--- config.mk ---
export PLATFORM = sky130hd
export DESIGN_NAME = ram_arbiter
export DESIGN_NICKNAME = d
export VERILOG_FILES = /design/src/rtl/ram_arbiter.sv
export SDC_FILE = /design/constraint.sdc
export NUM_CORES = 1
export LEC_CHECK = 0
export CORE_AREA = 2 2 103 105
export CTS_BUF_LIST = sky130_fd_sc_hd__clkbuf_16
export CTS_CLUSTER_SIZE = 20
export DETAILED_ROUTE_END_ITERATION = 10
export DIE_AREA = 0 0 105 107
export GPL_TIMING_DRIVEN = 0
export PLACE_DENSITY = 0.61
export SLEW_MARGIN = 40
export SYNTH_ARGS = -nofsm -noshare
export SYNTH_HDL_FRONTEND = slang
export SYNTH_SLANG_ARGS = --single-unit
--- constraint.sdc ---
create_clock -name clk -period 2.1 [get_ports clk]
set_clock_uncertainty 0.1 [all_clocks]
set_input_delay 0.21 -clock clk [delete_from_list [all_inputs] [get_ports clk]]
set_output_delay 0.21 -clock clk [all_outputs]
set_load 0.1 [all_outputs]
--- src/rtl/ram_arbiter.sv ---
// ram_arbiter
//   Shares one single-port RAM between instruction fetch and load/store.
//   At most one access is granted per cycle; data has priority over fetch.
//   Read data arrives one cycle after the address. It is steered back to the
//   requester that issued the read, as recorded in the owner register.
//
// Optional feature macro: ARB_STARVE_GUARD_EN
//   When defined, a saturating counter tracks consecutive data grants while
//   fetch is waiting. Fetch is then forced through once STARVE_MAX is reached.
//   When undefined, data has strict priority.
//
// Ports
//   clk, rst (synchronous, active-low), flush (cancels in-flight fetch)
//   if_req/if_addr -> if_gnt (comb), if_valid/if_data (response phase)
//   d_req/d_addr/d_wmode/d_wdata -> d_gnt (comb), d_valid/d_rdata
//   ram_addr/ram_write_mode/ram_write_data -> RAM, ram_data <- RAM (1-cycle)
module ram_arbiter #(
    parameter int XLEN       = 32,
    parameter int STARVE_MAX = 4
) (
    input  logic            clk,
    input  logic            rst,
    input  logic            flush,
    input  logic            if_req,
    input  logic [XLEN-1:0] if_addr,
    output logic            if_gnt,
    output logic            if_valid,
    output logic [XLEN-1:0] if_data,
    input  logic            d_req,
    input  logic [XLEN-1:0] d_addr,
    input  logic [1:0]      d_wmode,
    input  logic [XLEN-1:0] d_wdata,
    output logic            d_gnt,
    output logic            d_valid,
    output logic [XLEN-1:0] d_rdata,
    output logic [XLEN-1:0] ram_addr,
    output logic [1:0]      ram_write_mode,
    output logic [XLEN-1:0] ram_write_data,
    input  logic [XLEN-1:0] ram_data
);

    typedef enum logic [1:0] {
        OWN_NONE = 2'd0,
        OWN_IF   = 2'd1,
        OWN_DRD  = 2'd2,
        OWN_DWR  = 2'd3
    } owner_t;

    owner_t owner_r;
    owner_t owner_next_s;
    logic   force_if_s;
    logic   d_gnt_s;
    logic   if_gnt_s;

    // A guard of zero would force fetch forever and lock data out
    if (STARVE_MAX < 1) begin : g_starve_max_check
        $error("ram_arbiter: STARVE_MAX must be at least 1");
    end

`ifdef ARB_STARVE_GUARD_EN
    localparam int CNT_W = $clog2(STARVE_MAX + 1);
    localparam logic [CNT_W-1:0] STARVE_MAX_C = CNT_W'(STARVE_MAX);

    logic [CNT_W-1:0] starve_cnt_r;

    // Saturating count of data grants taken while fetch was waiting
    always_ff @(posedge clk) begin
        if (!rst) begin
            starve_cnt_r <= {CNT_W{1'b0}};
        end else if (!if_req || if_gnt_s) begin
            starve_cnt_r <= {CNT_W{1'b0}};
        end else if (d_gnt_s && (starve_cnt_r != STARVE_MAX_C)) begin
            starve_cnt_r <= starve_cnt_r + CNT_W'(1);
        end else begin
            starve_cnt_r <= starve_cnt_r;
        end
    end

    // Fetch wins one cycle once data has been granted STARVE_MAX times in a row
    always_comb begin
        force_if_s = 1'b0;
        if ((starve_cnt_r == STARVE_MAX_C) && if_req && !flush) begin
            force_if_s = 1'b1;
        end else begin
            force_if_s = 1'b0;
        end
    end
`else
    // Strict data priority: fetch is never forced
    always_comb begin
        force_if_s = 1'b0;
    end
`endif

    // Grant decision; flush blocks a fresh fetch but never a data access
    always_comb begin
        d_gnt_s  = rst & d_req & ~force_if_s;
        if_gnt_s = rst & ~d_gnt_s & if_req & ~flush;
    end

    assign d_gnt  = d_gnt_s;
    assign if_gnt = if_gnt_s;

    // RAM port mux; fetch is always a read, idle drives zeros
    always_comb begin
        ram_addr       = {XLEN{1'b0}};
        ram_write_mode = 2'b00;
        ram_write_data = {XLEN{1'b0}};
        if (d_gnt_s) begin
            ram_addr       = d_addr;
            ram_write_mode = d_wmode;
            ram_write_data = d_wdata;
        end else if (if_gnt_s) begin
            ram_addr       = if_addr;
            ram_write_mode = 2'b00;
            ram_write_data = {XLEN{1'b0}};
        end else begin
            ram_addr       = {XLEN{1'b0}};
            ram_write_mode = 2'b00;
            ram_write_data = {XLEN{1'b0}};
        end
    end

    // Next owner follows this cycle's grant
    always_comb begin
        owner_next_s = OWN_NONE;
        if (d_gnt_s) begin
            owner_next_s = (d_wmode == 2'b00) ? OWN_DRD : OWN_DWR;
        end else if (if_gnt_s) begin
            owner_next_s = OWN_IF;
        end else begin
            owner_next_s = OWN_NONE;
        end
    end

    // Owner register; reset drops any pending response
    always_ff @(posedge clk) begin
        if (!rst) begin
            owner_r <= OWN_NONE;
        end else begin
            owner_r <= owner_next_s;
        end
    end

    // Response steering; flush suppresses the fetch response in the same cycle
    always_comb begin
        if_valid = 1'b0;
        d_valid  = 1'b0;
        if_data  = {XLEN{1'b0}};
        d_rdata  = {XLEN{1'b0}};
        case (owner_r)
            OWN_IF: begin
                if_valid = ~flush;
                if_data  = ram_data;
            end
            OWN_DRD: begin
                d_valid = 1'b1;
                d_rdata = ram_data;
            end
            OWN_DWR: begin
                d_valid = 1'b1;
            end
            default: begin
                if_valid = 1'b0;
                d_valid  = 1'b0;
            end
        endcase
    end

endmodule

==> results of run 1 <==
## cell type report
class	instances	area share [%]
Sequential cell	2	0.9515
Clock buffer	3	1.784
Tap cell	136	4.044
Multi-Input combinational cell	203	36.51
Timing Repair Buffer	266	53.14
Buffer	31	3.568
## synth_stat cells
master     count
and2_1        66
and3_1        34
nand2_1       32
nand4bb_1     32
a21boi_1      29
clkbuf_1      25
a21boi_0       4
buf_2          3
nor2b_1        3
buf_6          2
dfxtp_1        2
buf_4          1
nor4bb_1       1
o21ai_0        1
or3b_1         1
## worst max path at each step
stage / start / endpoint / slack, ns / depth (start not counted)
after CTS: owner_r[1] / d_rdata[24] / 0.003 / 4
after global placement: if_req / ram_addr[13] / -0.95 / 5
after global routing: owner_r[1] / d_rdata[9] / -0.005 / 4
after detailed placement: if_req / ram_addr[16] / -0.23 / 5
final: if_req / ram_addr[10] / 0.1 / 5
after floorplan: d_req / if_gnt / 0.06 / 4
## cell families after synthesis
logic type | count (synthesis)
AND/OR/NAND/NOR | 169
AO/OA/AOI/OAI | 34
buffers and inverters | 31
flip-flops | 2
## layer usage
layer | part of all wire [%] | vias to the layer above | global-route usage (%)
li1 | - | 1365 | -
met1 | 41 | 1197 | 20.52
met2 | 50 | 130 | 30.66
met3 | 6.6 | 12 | 2.979
met4 | 1.9 | 0 | 4.667
met5 | 0 | - | 0
## repair_timing
action | in CTS | in global routing
setup buffers | 0 | 0
cloned | 0 | 0
setup endpoints to repair | 75 | 75
gates resized for setup | 78 | 31
## power by group through the flow
stage	registers, mW	clock network, mW	logic (mW)
6_report	0.0420	0.288	1.46
3_5_place_dp	0.0423	0	1.41
3_3_place_gp	0.0421	0	1.52
4_1_cts	0.0418	0.293	1.45
5_1_grt	0.0425	0.296	1.52
2_1_floorplan	0.0420	0	1.01
## placed cells by master, fill, tap and decap left out
master	instances
buf_4	67
nor4bb_4	1
o21ai_0	1
buf_1	1
buf_2	54
dfxtp_1	2
nor2b_1	1
clkbuf_4	10
and3_1	34
clkbuf_1	17
nor2b_2	2
nand4bb_1	32
a21boi_1	1
nand2_1	32
buf_6	11
clkbuf_16	3
and2_1	66
clkdlybuf4s50_1	132
clkbuf_2	5
a21boi_2	32
or3b_1	1
==> results.yml, run 1 <==
synthesis:
  yosys.area.top_type: "and2_1"
  synth-simple-area-share_pct: 72.60
  synth_top_area_share_pct: 26.21
  ys_ff_latch: 2
  synth_area_sq_mm: 0.001575
  synth_area_leaders: "and2_1, nand4bb_1, a21boi_1"
  synthAdderAreaFrac_pct: 0
  yosysSeqAreaShare_pct: 2.542
  synth_compound_area_share_pct: 16.04
  synth-xor-area-share_pct: 0
  synthCells: 236
  avgSynthCellArea_sq_um: 6.675
  synth_top_family_by_area: "simple AND/OR/NAND/NOR gates"
  synth.area.mux_share_pct: 0
  yosys.cell_types.count: 15
  yosysWarnings: 0
  synth_nets: 371
finish:
  multiInputGateArea_sq_mm: 0.001536
  n_antenna_cell: 0
  syn_to_final_growth_pct: 167.1
  num-nets-final: 642
  final_util_pct: 41.69
  stdcell_area_sq_mm: 0.004208
  top_register: "owner_r"
  seq_area_sq_um: 40.04
  fillCellCount: 1071
  top_regs: "owner_r: 2 flops"
  largest_reg_flops: 2
  final_cells: 641
  drive_above_1_share_pct: 36.63
die:
  die_w_um: 105
  initial_utilization_pct: 15.61
  core.rowCount: 37
  ios: 269
  core_sq_mm: 0.01009
  die_area_sq_mm: 0.01124
  die_h_um: 107
timing:
  setup_viol: 0
  fin_setup_tns_ns: 0
  worst_hold_slack_ns: 0.3202
  setup_slack_ns: 0.09533
  fmax_mhz: 498.8
  slew-limit-headroom_pct: 65.39
  post-route-period-util_pct: 95.46
  worstMarginPinSlew_ns: 0.5228
  hold_violations: 0
  post-route-min-period_ns: 2.005
  finalMaxSlewViolations: 0
setup_path:
  end_kind: "output port"
  cp_cell_sequence: "clkdlybuf4s50_1, clkbuf_2, nand4bb_1, a21boi_2, buf_4"
  critPathSlowestCell: "clkdlybuf4s50_1"
  arrival_ns: 1.69
  path_delay_family: "buffers and inverters"
  cp.buffers_inverters: 3
  max_stage_delay_ns: 0.61
  cp.required_ns: 1.79
  criticalPathCategory: "input pin to output port"
  critPathMaxFanout: 10
  crit_path_start_kind: "input pin"
clock_tree:
  hold_buffers: 0
  cts.path.max_buffers: 2
  cts_sinks: 2
  clk_pin_slew_ns: 0.03
  cts_root_buf: "clkbuf_16"
  htreeDepth: 1
  cts_tree: "done"
  cts_buffers: 3
power:
  p_switching_mw: 1.060
  power.total_mw: 1.792
  clockPowerShare_pct: 16.1
  combinationalPowerShare_pct: 81.6
  p_int_uw: 732.0
  ir_drop_v: 0.0001781
  power.leakage_nw: 1.995
  p_sw_share_pct: 59.15
  power.share.sequential_pct: 2.3
  p_per_area_mw_per_mm2: 425.8
placement:
  place_congestion: 0.8572
  placement.cell_area_sq_mm: 0.003875
  io_buffer_count: 266
  place_hpwl_um: 8761
  dp_cells: 638
  dp_slack_ns: -0.2285
detailed_routing:
  route.detailed.drc: 0
  firstDrtPassIters: 4
  vias: 2704
  ant_nets: 0
  wl_um: 10300
  drt_iter0_drc: 90
  viasPerCell: 4.218
  wl_per_cell_um: 16.07
grt:
  grt_antenna_before_repair: 0
  overflow: 0
  grtUsageTotal_pct: 16.94
  grt_start_max_net_pins: 11
  grt_pass1_vias: 2645
  grt_pass1_wl_um: 15170
hold_path:
  holdPathEnd: "owner_r[0]"
  holdCritPathClass: "input pin to register"
  min_path_cells: 2
  worstHoldStart: "rst"
job:
  drv_cap: 0
status:
  status: "complete, no violations"
(Power assumes the default switching activity.)
==> run 2: changes to the inputs <==
--- a/config.mk
+++ b/config.mk
@@ -6,11 +6,12 @@
 export NUM_CORES = 1
 export LEC_CHECK = 0
 export CORE_AREA = 2 2 103 105
-export CTS_BUF_LIST = sky130_fd_sc_hd__clkbuf_16
+export CTS_BUF_LIST = sky130_fd_sc_hd__clkbuf_4 sky130_fd_sc_hd__clkbuf_8
 export CTS_CLUSTER_SIZE = 20
 export DETAILED_ROUTE_END_ITERATION = 10
 export DIE_AREA = 0 0 105 107
 export GPL_TIMING_DRIVEN = 0
+export HOLD_SLACK_MARGIN = 0.06
 export PLACE_DENSITY = 0.61
 export SLEW_MARGIN = 40
 export SYNTH_ARGS = -nofsm -noshare
==> run 2 against run 1 <==
Net effect: clock-buffer cell count did not move; clock power decreased by 47%; critical path depth is the same; sequential cell count is the same; setup slack gained 0.0011 ns; final cell count stayed put; combinational power about the same; critical path type unchanged; critical endpoint unchanged; largest power group unchanged.
==> results.yml, run 2 (synthesis gave the netlist of run 1 again) <==
clock_tree:
  cts_buffers: 3
  htreeDepth: 1
  clk_pin_slew_ns: 0.03
  cts_root_buf: "clkbuf_8"
  cts_tree: "done"
  cts_sinks: 2
  cts.path.max_buffers: 2
  cts_resized: 66
  hold_buffers: 0
  postCtsSetupBuffers: 0
die:
  core.rowCount: 37
  die_w_um: 105
  die_area_sq_mm: 0.01124
  core_sq_mm: 0.01009
  ios: 269
  initial_utilization_pct: 15.61
  die_h_um: 107
job:
  drv_cap: 0
detailed_routing:
  drt_iter0_drc: 95
  wl_per_cell_um: 16.04
  viasPerCell: 4.215
  route.detailed.drc: 0
  firstDrtPassIters: 4
  vias: 2702
  wl_um: 10280
  ant_nets: 0
status:
  status: "complete, no violations"
finish:
  final_cell_mix: "clkdlybuf4s50_1, and2_1, buf_4"
  drive_above_1_share_pct: 36.63
  final_cells: 641
  syn_to_final_growth_pct: 165.3
  num-nets-final: 642
  largest_reg_flops: 2
  top_regs: "owner_r: 2 flops"
  n_antenna_cell: 0
  fillCellCount: 1075
  final_common_cell: "clkdlybuf4s50_1"
  top_register: "owner_r"
power:
  combinationalPowerShare_pct: 88.2
  p_int_uw: 610.5
  power.share.sequential_pct: 2.5
  p_sw_share_pct: 63.13
  p_per_area_mw_per_mm2: 396.2
  p_switching_mw: 1.045
  clockPowerShare_pct: 9.2
  power.leakage_nw: 1.973
  ir_drop_v: 0.0001782
placement:
  place_congestion: 0.8572
  io_buffer_count: 266
  dp_cells: 638
  place_hpwl_um: 8761
hold_path:
  holdCritPathClass: "input pin to register"
timing:
  post-route-min-period_ns: 2.004
  post-route-period-util_pct: 95.41
  rsz0062_at_grt: "false"
  slew-limit-headroom_pct: 65.61
  hold_violations: 0
  setup_viol: 0
  fmax_mhz: 499.1
  worstMarginPinSlew_ns: 0.5194
  finalMaxSlewViolations: 0
  worst_hold_slack_ns: 0.3271
setup_path:
  cp.required_ns: 1.79
  arrival_ns: 1.69
  max_stage_delay_ns: 0.61
  cp.buffers_inverters: 3
  end_kind: "output port"
  path_delay_family: "buffers and inverters"
  worstSetupEndpoint: "ram_addr[10]"
  cp_cell_sequence: "clkdlybuf4s50_1, clkbuf_2, nand4bb_1, a21boi_2, buf_4"
  crit_path_start_kind: "input pin"
  critPathMaxFanout: 10
  critPathSlowestCell: "clkdlybuf4s50_1"
  cp-startpoint: "if_req"
  cp.depth: 5
  criticalPathCategory: "input pin to output port"
grt:
  grt_pass1_vias: 2641
  grt_antenna_before_repair: 0
  overflow: 0
  grt_pass1_wl_um: 15080
  grtUsageTotal_pct: 16.80
  grt_start_max_net_pins: 11
-- run 2: changes by cell type in the layout (fill, tap and decap cells not counted) --
cell	previous run	this run
buf_2	54	52
buf_4	67	55
clkbuf_16	3	0
clkbuf_4	10	24
clkbuf_8	0	3
-- run 2: how the worst min path moves through the flow --
stage | endpoint | slack (ns) | from | cells after the start
after CTS | owner_r[0] | 0.34 | rst | 2
after detailed placement | owner_r[0] | 0.56 | rst | 2
after global placement | owner_r[0] | 0.55 | rst | 2
final | owner_r[0] | 0.33 | rst | 2
after floorplan | owner_r[0] | 0.31 | d_wmode[1] | 2
after global routing | owner_r[0] | 0.37 | rst | 2
-- run 2: layout make-up --
type	count	area [sq um]	area share, %
Buffer	31	150.1	3.593
Clock buffer	3	41.29	0.9880
Multi-Input combinational cell	203	1536	36.77
Sequential cell	2	40.04	0.9581
Tap cell	136	170.2	4.072
Timing Repair Buffer	266	2241	53.62
-- run 2: per-stage QoR --
| step | setup WS (ns) | power, mW | area, sq um | TNS [ns] | util, % |
|---|---|---|---|---|---|
| global route | 0.0007030 | 1.717 | 4179 | 0 | 41.41 |
| finish | 0.09646 | 1.656 | 4179 | 0 | 41.41 |
| global placement | -0.9491 | 1.557 | 4546 | -66.71 | 45.04 |
| detailed placement | -0.2285 | 1.453 | 3875 | -4.916 | 38.40 |
| floorplan | 0.05715 | 1.048 | 1713 | 0 | - |
| CTS | 0.00001643 | 1.649 | 4078 | 0 | 40.40 |
-- run 2: power by group through the flow --
stage	sequential (mW)	combinational (mW)	clock, mW
6_report	0.0420	1.46	0.153
5_1_grt	0.0425	1.52	0.159
4_1_cts	0.0419	1.45	0.158
3_5_place_dp	0.0423	1.41	0
3_3_place_gp	0.0421	1.52	0
2_1_floorplan	0.0420	1.01	0
-- run 2: per-layer routing --
layer | global-route usage [%] | wire [um] | vias up
met1 | 20.42 | 4226 | 1193
met4 | 3.810 | 134 | 0
li1 | - | - | 1364
met5 | 0 | 0 | -
met3 | 2.857 | 673 | 10
met2 | 30.80 | 5244 | 135
==> run 3: changes to the inputs <==
==> constraint.sdc (replaced) <==
create_clock -name clk -period 2.45 [get_ports clk]
set_clock_uncertainty 0.1 [all_clocks]
set_input_delay 0.245 -clock clk [delete_from_list [all_inputs] [get_ports clk]]
set_output_delay 0.245 -clock clk [all_outputs]
set_load 0.1 [all_outputs]
==> run 3 against run 2 <==
Net effect: worst hold slack improved by 0.016 ns; setup slack improved by 0.046 ns; total power decreased by 17%; sequential share of layout area increased by 0.070 points; final area decreased by 6.8%; die area unchanged; first-iteration DRC count decreased by 3.2%; combinational power decreased by 18%; highest routed layer unchanged; global-route usage decreased by 0.75 points; core utilization decreased by 2.8 points; via count increased by 1.9%; sequential power decreased by 15%.
==> results.yml, run 3 (synthesis gave the netlist of run 1 again) <==
status:
  status: "complete, no violations"
grt:
  grt_pass1_wl_um: 14480
  grt-busiest-layer: "met2"
  overflow: 0
  grt_start_max_net_pins: 11
  grt_antenna_before_repair: 0
  grtUsageMet1_pct: 17.98
  grtUsageTotal_pct: 16.05
  met3_usage_pct: 4.073
  grt_pass1_vias: 2699
  use_met2_pct: 30.01
clock_tree:
  htreeDepth: 1
  cts_root_buf: "clkbuf_8"
  cts_buffers: 3
  cts_sinks: 2
  cts_resized: 0
  hold_buffers: 0
  cts.path.max_buffers: 2
  postCtsSetupBuffers: 0
  clk_pin_slew_ns: 0.03
  cts_tree: "done"
hold_path:
  holdPathEnd: "owner_r[0]"
  worstHoldStart: "rst"
  min_path_cells: 2
  holdCritPathClass: "input pin to register"
setup_path:
  cp.required_ns: 2.11
  criticalPathCategory: "input pin to output port"
  end_kind: "output port"
  crit_path_start_kind: "input pin"
  arrival_ns: 1.96
  critPathMaxFanout: 10
die:
  core_sq_mm: 0.01009
  core.rowCount: 37
  initial_utilization_pct: 15.61
  ios: 269
  die_h_um: 107
  die_area_sq_mm: 0.01124
  die_w_um: 105
detailed_routing:
  ant_nets: 0
  firstDrtPassIters: 4
  viasPerCell: 4.295
  route.detailed.drc: 0
  wl_um: 9767
  vias: 2753
  wl_per_cell_um: 15.24
  drt_iter0_drc: 92
finish:
  syn_to_final_growth_pct: 147.3
  final_common_cell: "buf_2"
  drive_above_1_share_pct: 34.46
  n_antenna_cell: 0
  top_register: "owner_r"
  final_cells: 641
  top_regs: "owner_r: 2 flops"
  num-nets-final: 642
  largest_reg_flops: 2
  final_cell_mix: "buf_2, clkdlybuf4s50_1, and2_1"
placement:
  io_buffer_count: 266
  place_hpwl_um: 8406
  dp_cells: 638
  place_congestion: 0.8038
timing:
  post-route-period-util_pct: 94.18
  worstMarginPinSlew_ns: 0.5263
  finalMaxSlewViolations: 0
  post-route-min-period_ns: 2.308
  slew-limit-headroom_pct: 65.16
  rsz0062_at_grt: "false"
  worst_hold_slack_ns: 0.3427
  setup_viol: 0
  fmax_mhz: 433.4
  hold_violations: 0
power:
  power.leakage_nw: 1.944
  ir_drop_v: 0.0001468
  p_per_area_mw_per_mm2: 352.0
  power.total_mw: 1.371
job:
  drv_cap: 0
## run 3: worst max-delay path by stage
stage                     startpoint            to
after floorplan                d_req        if_gnt
after global placement        if_req  ram_addr[22]
after detailed placement      if_req   ram_addr[7]
after CTS                     if_req   ram_addr[7]
after global routing           flush  ram_addr[24]
final                          flush  ram_addr[24]
## run 3: final cells by class
| class | instances | area, sq um |
|---|---|---|
| buffer | 31 | 141.4 |
| clock buffer | 3 | 41.29 |
| fill | 1125 | 6197 |
| multi-input combinational | 203 | 1508 |
| sequential | 2 | 40.04 |
| tap | 136 | 170.2 |
| timing repair buffer | 266 | 1994 |
## run 3: critical path, stage by stage
cell	delay [ns]
clkdlybuf4s50_1	0.55
clkbuf_1	0.31
nand4bb_1	0.28
a21boi_2	0.13
buf_2	0.43
## run 3: stage by stage
step	util [%]	worst slack (ns)	instance area, sq um	TNS (ns)
floorplan	-	-0.3788	1687	-0.3788
global placement	44.78	-0.6127	4519	-28.10
detailed placement	38.14	0.05990	3849	0
CTS	38.54	0.05574	3890	0
global route	38.59	0.0006180	3895	0
finish	38.59	0.1425	3895	0
## run 3: power by group
group          switching [mW]  internal [mW]  leakage (nW)
clock network          0.0272          0.104        0.0216
registers            0.000975         0.0349        0.0167
logic                   0.862          0.342          1.91
## run 3: per-layer routing
metal	part of all wire, %	wire [um]
met3	7.7	748
met1	39	3856
met2	51	4984
met4	1.8	177
met5	0	0
